--- config.mk ---
export PLATFORM = sky130hd
export DESIGN_NAME = game_over_banner_ctrl
export DESIGN_NICKNAME = d
export VERILOG_FILES = /design/src/rtl/game_over_banner_ctrl.sv
export SDC_FILE = /design/constraint.sdc
export NUM_CORES = 1
export LEC_CHECK = 0
export ABC_AREA = 0
export BUFFER_PORTS_ARGS = -buffer_cell sky130_fd_sc_hd__buf_2
export CAP_MARGIN = 20
export CORE_AREA = 5 5 74 76
export CTS_BUF_LIST = sky130_fd_sc_hd__clkbuf_8
export DETAILED_ROUTE_END_ITERATION = 12
export DIE_AREA = 0 0 79 81
export SYNTH_ARGS = -nofsm -noshare
export SYNTH_HDL_FRONTEND = slang
export SYNTH_SLANG_ARGS = --single-unit
--- constraint.sdc ---
create_clock -name clk -period 2.1 [get_ports clk]
set_input_delay 0.42 -clock clk [delete_from_list [all_inputs] [get_ports clk]]
set_output_delay 0.42 -clock clk [all_outputs]
set_load 0.01 [all_outputs]
--- src/rtl/game_over_banner_ctrl.sv ---
// End-of-game "WINNER Pn" banner sequencer: latches the winner, slides the banner
// down to its resting row one step per frame, blinks it, and issues a restart pulse.
module game_over_banner_ctrl #(
    parameter int posBits         = 9,
    parameter int CENTER_X        = 124,
    parameter int START_Y         = 0,
    parameter int TARGET_Y        = 116,
    parameter int SLIDE_STEP      = 4,
    parameter int BLINK_FRAMES    = 30,
    parameter int MIN_HOLD_FRAMES = 120
) (
    input  logic               clk,
    input  logic               reset,
    input  logic               frame_tick,
    input  logic               game_over,
    input  logic               winner,
    input  logic               start,
    input  logic               collision,
    output logic [posBits-1:0] posX,
    output logic [posBits-1:0] posY,
    output logic               player,
    output logic               pixel_on,
    output logic               banner_en,
    output logic               restart
);

    localparam int HOLD_W  = $clog2(MIN_HOLD_FRAMES + 1);
    localparam int BLINK_W = $clog2(BLINK_FRAMES + 1);

    localparam logic [posBits-1:0] START_P  = posBits'(START_Y);
    localparam logic [posBits-1:0] TARGET_P = posBits'(TARGET_Y);
    localparam logic [posBits:0]   TARGET_W = (posBits + 1)'(TARGET_Y);
    localparam logic [posBits:0]   STEP_W   = (posBits + 1)'(SLIDE_STEP);
    localparam logic [HOLD_W-1:0]  HOLD_MAX = HOLD_W'(MIN_HOLD_FRAMES);
    localparam logic [BLINK_W-1:0] BLINK_TOP = BLINK_W'(BLINK_FRAMES - 1);

    typedef enum logic [1:0] {IDLE, SLIDE, HOLD, RESTART} state_t;

    state_t             state;
    logic [HOLD_W-1:0]  hold_cnt;
    logic [BLINK_W-1:0] blink_cnt;
    logic               start_q;

    logic [posBits:0]   pos_sum;
    logic [posBits-1:0] pos_next;
    logic               start_edge;

    // One extra bit on the sum so a large step near the bottom clamps instead of wrapping.
    assign pos_sum    = {1'b0, posY} + STEP_W;
    assign pos_next   = (pos_sum >= TARGET_W) ? TARGET_P : pos_sum[posBits-1:0];
    assign start_edge = start & ~start_q;

    assign posX     = posBits'(CENTER_X);
    assign pixel_on = banner_en & collision;

    always_ff @(posedge clk) begin
        if (reset) begin
            state     <= IDLE;
            posY      <= START_P;
            player    <= 1'b0;
            banner_en <= 1'b0;
            restart   <= 1'b0;
            start_q   <= 1'b0;
            hold_cnt  <= '0;
            blink_cnt <= '0;
        end else begin
            start_q <= start;
            // NOTE: non-blocking default; the HOLD branch overrides it for the one pulse cycle.
            restart <= 1'b0;

            unique case (state)
                IDLE: begin
                    banner_en <= 1'b0;
                    posY      <= START_P;
                    hold_cnt  <= '0;
                    blink_cnt <= '0;
                    if (game_over) begin
                        state     <= SLIDE;
                        player    <= winner;
                        banner_en <= 1'b1;
                    end
                end

                SLIDE: begin
                    if (frame_tick) begin
                        posY <= pos_next;
                        if (pos_next == TARGET_P) begin
                            state     <= HOLD;
                            hold_cnt  <= '0;
                            blink_cnt <= '0;
                        end
                    end
                end

                HOLD: begin
                    // Only a saturated, already-registered hold count lets a press through.
                    if (start_edge && hold_cnt == HOLD_MAX) begin
                        state     <= RESTART;
                        restart   <= 1'b1;
                        banner_en <= 1'b0;
                    end else if (frame_tick) begin
                        if (hold_cnt != HOLD_MAX)
                            hold_cnt <= hold_cnt + 1'b1;
                        if (blink_cnt == BLINK_TOP) begin
                            blink_cnt <= '0;
                            banner_en <= ~banner_en;
                        end else begin
                            blink_cnt <= blink_cnt + 1'b1;
                        end
                    end
                end

                RESTART: begin
                    state     <= IDLE;
                    banner_en <= 1'b0;
                    posY      <= START_P;
                    hold_cnt  <= '0;
                    blink_cnt <= '0;
                end

                default: state <= IDLE;
            endcase
        end
    end

endmodule

-- Word level (Yosys, flattened, before mapping)
Cells that the tools add are included.
- register bits: 27
- bits of input ports: 7
- output and inout bits: 22
- add/subtract/negate cells: 3
- magnitude comparators: 1
- equality and inequality tests: 16
- muxes and demuxes: 26
- bitwise logic cells: 5
- reduce and logical (&&, ||, !) cells: 12
- operator list (kind ; number):
    7-bit 2-to-1 mux ; 5
    5-bit 2-to-1 mux ; 5
    7-bit case mux with 3 select lines ; 1
    9-bit 2-to-1 mux ; 2
    9-bit case mux with 2 select lines ; 1
    5-bit case mux with 3 select lines ; 1
    2-bit inequality test, second input constant ; 7
    9-bit by 3-bit adder with 10-bit output, second input constant ; 1
    10-bit by 7-bit greater-or-equal comparator with 1-bit output, second input constant ; 1
    9-bit by 7-bit == test with 1-bit output, second input constant ; 1
    2-bit 2-to-1 mux ; 4
    2-bit case mux with 4 select lines ; 1
    4-bit AND reduction ; 2
    7-bit by 1-bit adder with 7-bit output, second input constant ; 1
    7-bit == test, second input constant ; 1
    7-bit inequality test, second input constant ; 1
    3-bit inequality test, second input constant ; 2
    5-bit by 1-bit adder with 5-bit output, second input constant ; 1
    5-bit == test, second input constant ; 1
    1-bit 2-to-1 mux ; 5
    5-bit AND reduction ; 1
    2-bit == test, second input constant ; 2
    2-bit AND reduction ; 2
    2-bit OR reduction ; 2
    other kinds (9) ; 12

-- Longest topological paths before layout
- word-level depth: 7
- depth in mapped cells: 8

-- Worst setup path before layout
OpenSTA, ideal clock, no wires.
- path type: flip-flop to flip-flop
- start point: register posY[2]
- end point: register hold_cnt[5]
- arrival: 2.022 ns
- data required time: 1.971 ns
- slack: -0.051 ns
- stages on the path, launching flop included: 9
- period minus slack after synthesis: 2.151 ns
- path through: dfxtp_1 -> inv_1 -> ha_1 -> or3b_1 -> a221o_1 -> o22a_1 -> buf_6 -> a221oi_1 -> o22ai_1
- word-level cells in the longest chain between the ends: 6
- RTL lines (what ; RTL line ; text):
    from (decl) ; 20 ; output logic [posBits-1:0] posY,
    from (signal assigned) ; 86 ; posY <= pos_next;
    9-bit by 3-bit adder with 10-bit output (*) ; 49 ; assign pos_sum = {1'b0, posY} + STEP_W;
    10-bit by 7-bit greater-or-equal comparator with 1-bit output ; 50 ; assign pos_next = (pos_sum >= TARGET_W) ? TARGET_P : pos_sum[posBits-1:0];
    9-bit 2-to-1 mux (*) ; 50 ;
    9-bit by 7-bit == test with 1-bit output (*) ; 87 ; if (pos_next == TARGET_P) begin
    2-bit inequality test (no line) (*) ; - ;
    5-bit AND reduction (no line) (*) ; - ;
    to (signal assigned) ; 103 ; hold_cnt <= hold_cnt + 1'b1;
    to (decl) ; 40 ; logic [HOLD_W-1:0] hold_cnt;
Every way passes the cells marked *; elsewhere a longest branch is shown, timed or not.
A chain may end at the register's enable or synchronous reset.

-- Final worst setup path
- start point: register posY[2]
- end point: register hold_cnt[1]
Same word-level chain as after synthesis.

==> run metrics <==
Die Y roughly 81 µm; first-pass GRT wire length 7100 µm; outcome complete, no violations; antenna fix cells 0; total power between 1.5 and 2 mW; Netlist cell types 59; RSZ-0062 raised after global routing true; Seq/Total Area, Yosys between 20% and 30%; Max IR drop VDD roughly 0.30 mV; fin crit share between 90% and 100%; crit path time final 2.08 ns; Worst Skew 0.00435 ns; Post-Syn Area 1830 µm²; I/O pins 29; HPWL after DPL 3110 µm; Avg Cell Area, Syn about 8.9 µm²; Mapped Cells 206; Flop pwr share 33.1%; placed cell count 293; crit path DAT roughly 2.2 ns; Fin Setup TNS 0 ns; crit path capture type flip-flop; CTS Buffer Depth 2; asr flop ratio synth 0%; Final setup viols 0; Port-buffer cells 19; CP Max Fanout 5; final antenna-violating net count 0; Initial DRC Count 83; Place WS -0.0650 ns; number of synthesized register bits 27; f_max 481 MHz; Sw Pwr about 650 µW; final hold violation count 0; Crit path required time 2.24 ns; total die area 6400 µm²; leakage power roughly 0.90 nW; CTS Root Cell clkbuf_8; largest net degree at the start of global routing 19; r2r worst-path depth 7; PnR worst setup slack roughly 0.021 ns; most frequent cells in the layout buf_4, dfxtp_1, buf_2, inv_1, ha_1; Final Non-Filler Cells ~300; Comb pwr share approximately 50%; CTS tree yes; nets 269; Via Count 1,662; Clock Sinks 27; Total GRT Usage 13.5%; Initial Utilization about 39%; drt pass-1 iters 4; Int Power 1.10 mW; share of layout cells above drive strength 1 33.1%; Slew Viols, Final 0; GRT overflow 0; Yosys warning total 0; metal3 WL 215 µm; core box area 4660 µm²; WL final 4190 µm; Wirelength per Cell 13.9 µm; Clock transition at path regs around 0.09 ns; ys flop type dfxtp_1; max_cap viols 0; cts bufs inserted 3; max layer used met4; H-tree levels 1; CP Launch Type flip-flop; r2r setup slk 0.02 ns; Skew-Pair Late Insertion Delay 0.27 ns; sw frac around 37%; vias in the first global route 1,521; Placer Congestion 0.795; WS Path Type reg -> reg; met1 WL 1920 µm; Area growth syn-to-layout 23.2%; Hold Crit Depth 2; vias per cell around 5.5; WL met2 ~2000 µm; Power Density between 700 and 800 nW/µm²; leading cell type in the layout, fill and taps excluded buf_4; Die X a little under 80 µm; Std-Cell Rows 25; Clk pwr share 16.9%; initial antenna violation count 0; DRC Markers 0; EDFF count, synth 0; path type of the worst min-delay path in -> reg
cells in the mapped netlist, types with 4 or more instances:
library cell | number | area share, %
nand2b_1 | 9 | 3.1
clkbuf_1 | 6 | 1.2
inv_1 | 14 | 2.9
nand3_1 | 8 | 2.2
buf_4 | 9 | 3.7
o21ai_0 | 5 | 1.4
dfxtp_1 | 27 | 30
o21ai_1 | 5 | 1.4
nor2b_1 | 7 | 2.4
nand4_1 | 4 | 1.4
nand2_1 | 10 | 2.1
a21oi_1 | 9 | 2.5
nor2_1 | 9 | 1.8
ha_1 | 13 | 8.9
sequential cells by signal, indices dropped and copies added, names as in the netlist:
signal,cells
posY,9
hold_cnt,7
blink_cnt,5
state,2
banner_en,1
player,1
restart,1
start_q,1
final cells by class:
cell class | instances | area [µm²]
Timing Repair Buffer | 47 | 309
Inverter | 14 | 52.6
Sequential cell | 27 | 546
Tap cell | 54 | 67.6
Fill cell | 457 | 2400
Clock buffer | 3 | 41.3
Multi-Input combinational cell | 156 | 1240
Clock inverter | 1 | 3.75
worst max-delay path, stage by stage (launching register included):
cell,delay (ns)
dfxtp_2,0.35
inv_2,0.05
ha_1,0.12
or3b_1,0.33
a221o_1,0.39
o22a_4,0.30
a221oi_2,0.28
o32ai_1,0.11
metal layers:
layer | vias up | global-route usage (%)
met5 | - | 0
met4 | 0 | 4.12
met3 | 4 | 2.33
met2 | 40 | 23.1
met1 | 783 | 17.4
li1 | 835 | -
path summary, 6_finish.rpt:
kind | end | startpoint
worst max-delay path | hold_cnt[1] | posY[2]
worst min-delay path | start_q | start
worst max register to register | hold_cnt[1] | posY[2]
worst min register to register | player | player
per-stage QoR:
step                utilization [%]  area (µm²)  hold slack, ns
global placement               44.9        2090           0.442
global route                   48.4        2260           0.385
finish                         48.4        2260           0.365
detailed placement             44.9        2090           0.448
floorplan                         -        1860           0.468
CTS                            46.1        2150           0.360
kinds of logic after synthesis:
kind of cell             synth area share (%)
AO/OA/AOI/OAI                            25.7
multiplexers                             2.73
adder cells (fa/ha/maj)                  8.89
AND/OR/NAND/NOR                          24.1
other                                   0.410
buffers and inverters                    8.68
flip-flops                               29.5
power groups by stage:
stage | Sequential (mW) | Clock, mW | Combinational, mW
2_1_floorplan | 0.592 | 0 | 0.563
3_3_place_gp | 0.589 | 0 | 0.798
3_5_place_dp | 0.591 | 0 | 0.798
4_1_cts | 0.578 | 0.312 | 0.801
5_1_grt | 0.587 | 0.328 | 0.956
6_report | 0.579 | 0.295 | 0.875
what timing repair did:
action / CTS / global route
endpoints found under the setup margin: 9 / 15
resized for setup: 2 / 16
pin swaps: 0 / 6
cloned: 0 / 1
hold buffers: 0 / 0
setup buffers: 0 / 4
(Power assumes the default switching activity.)
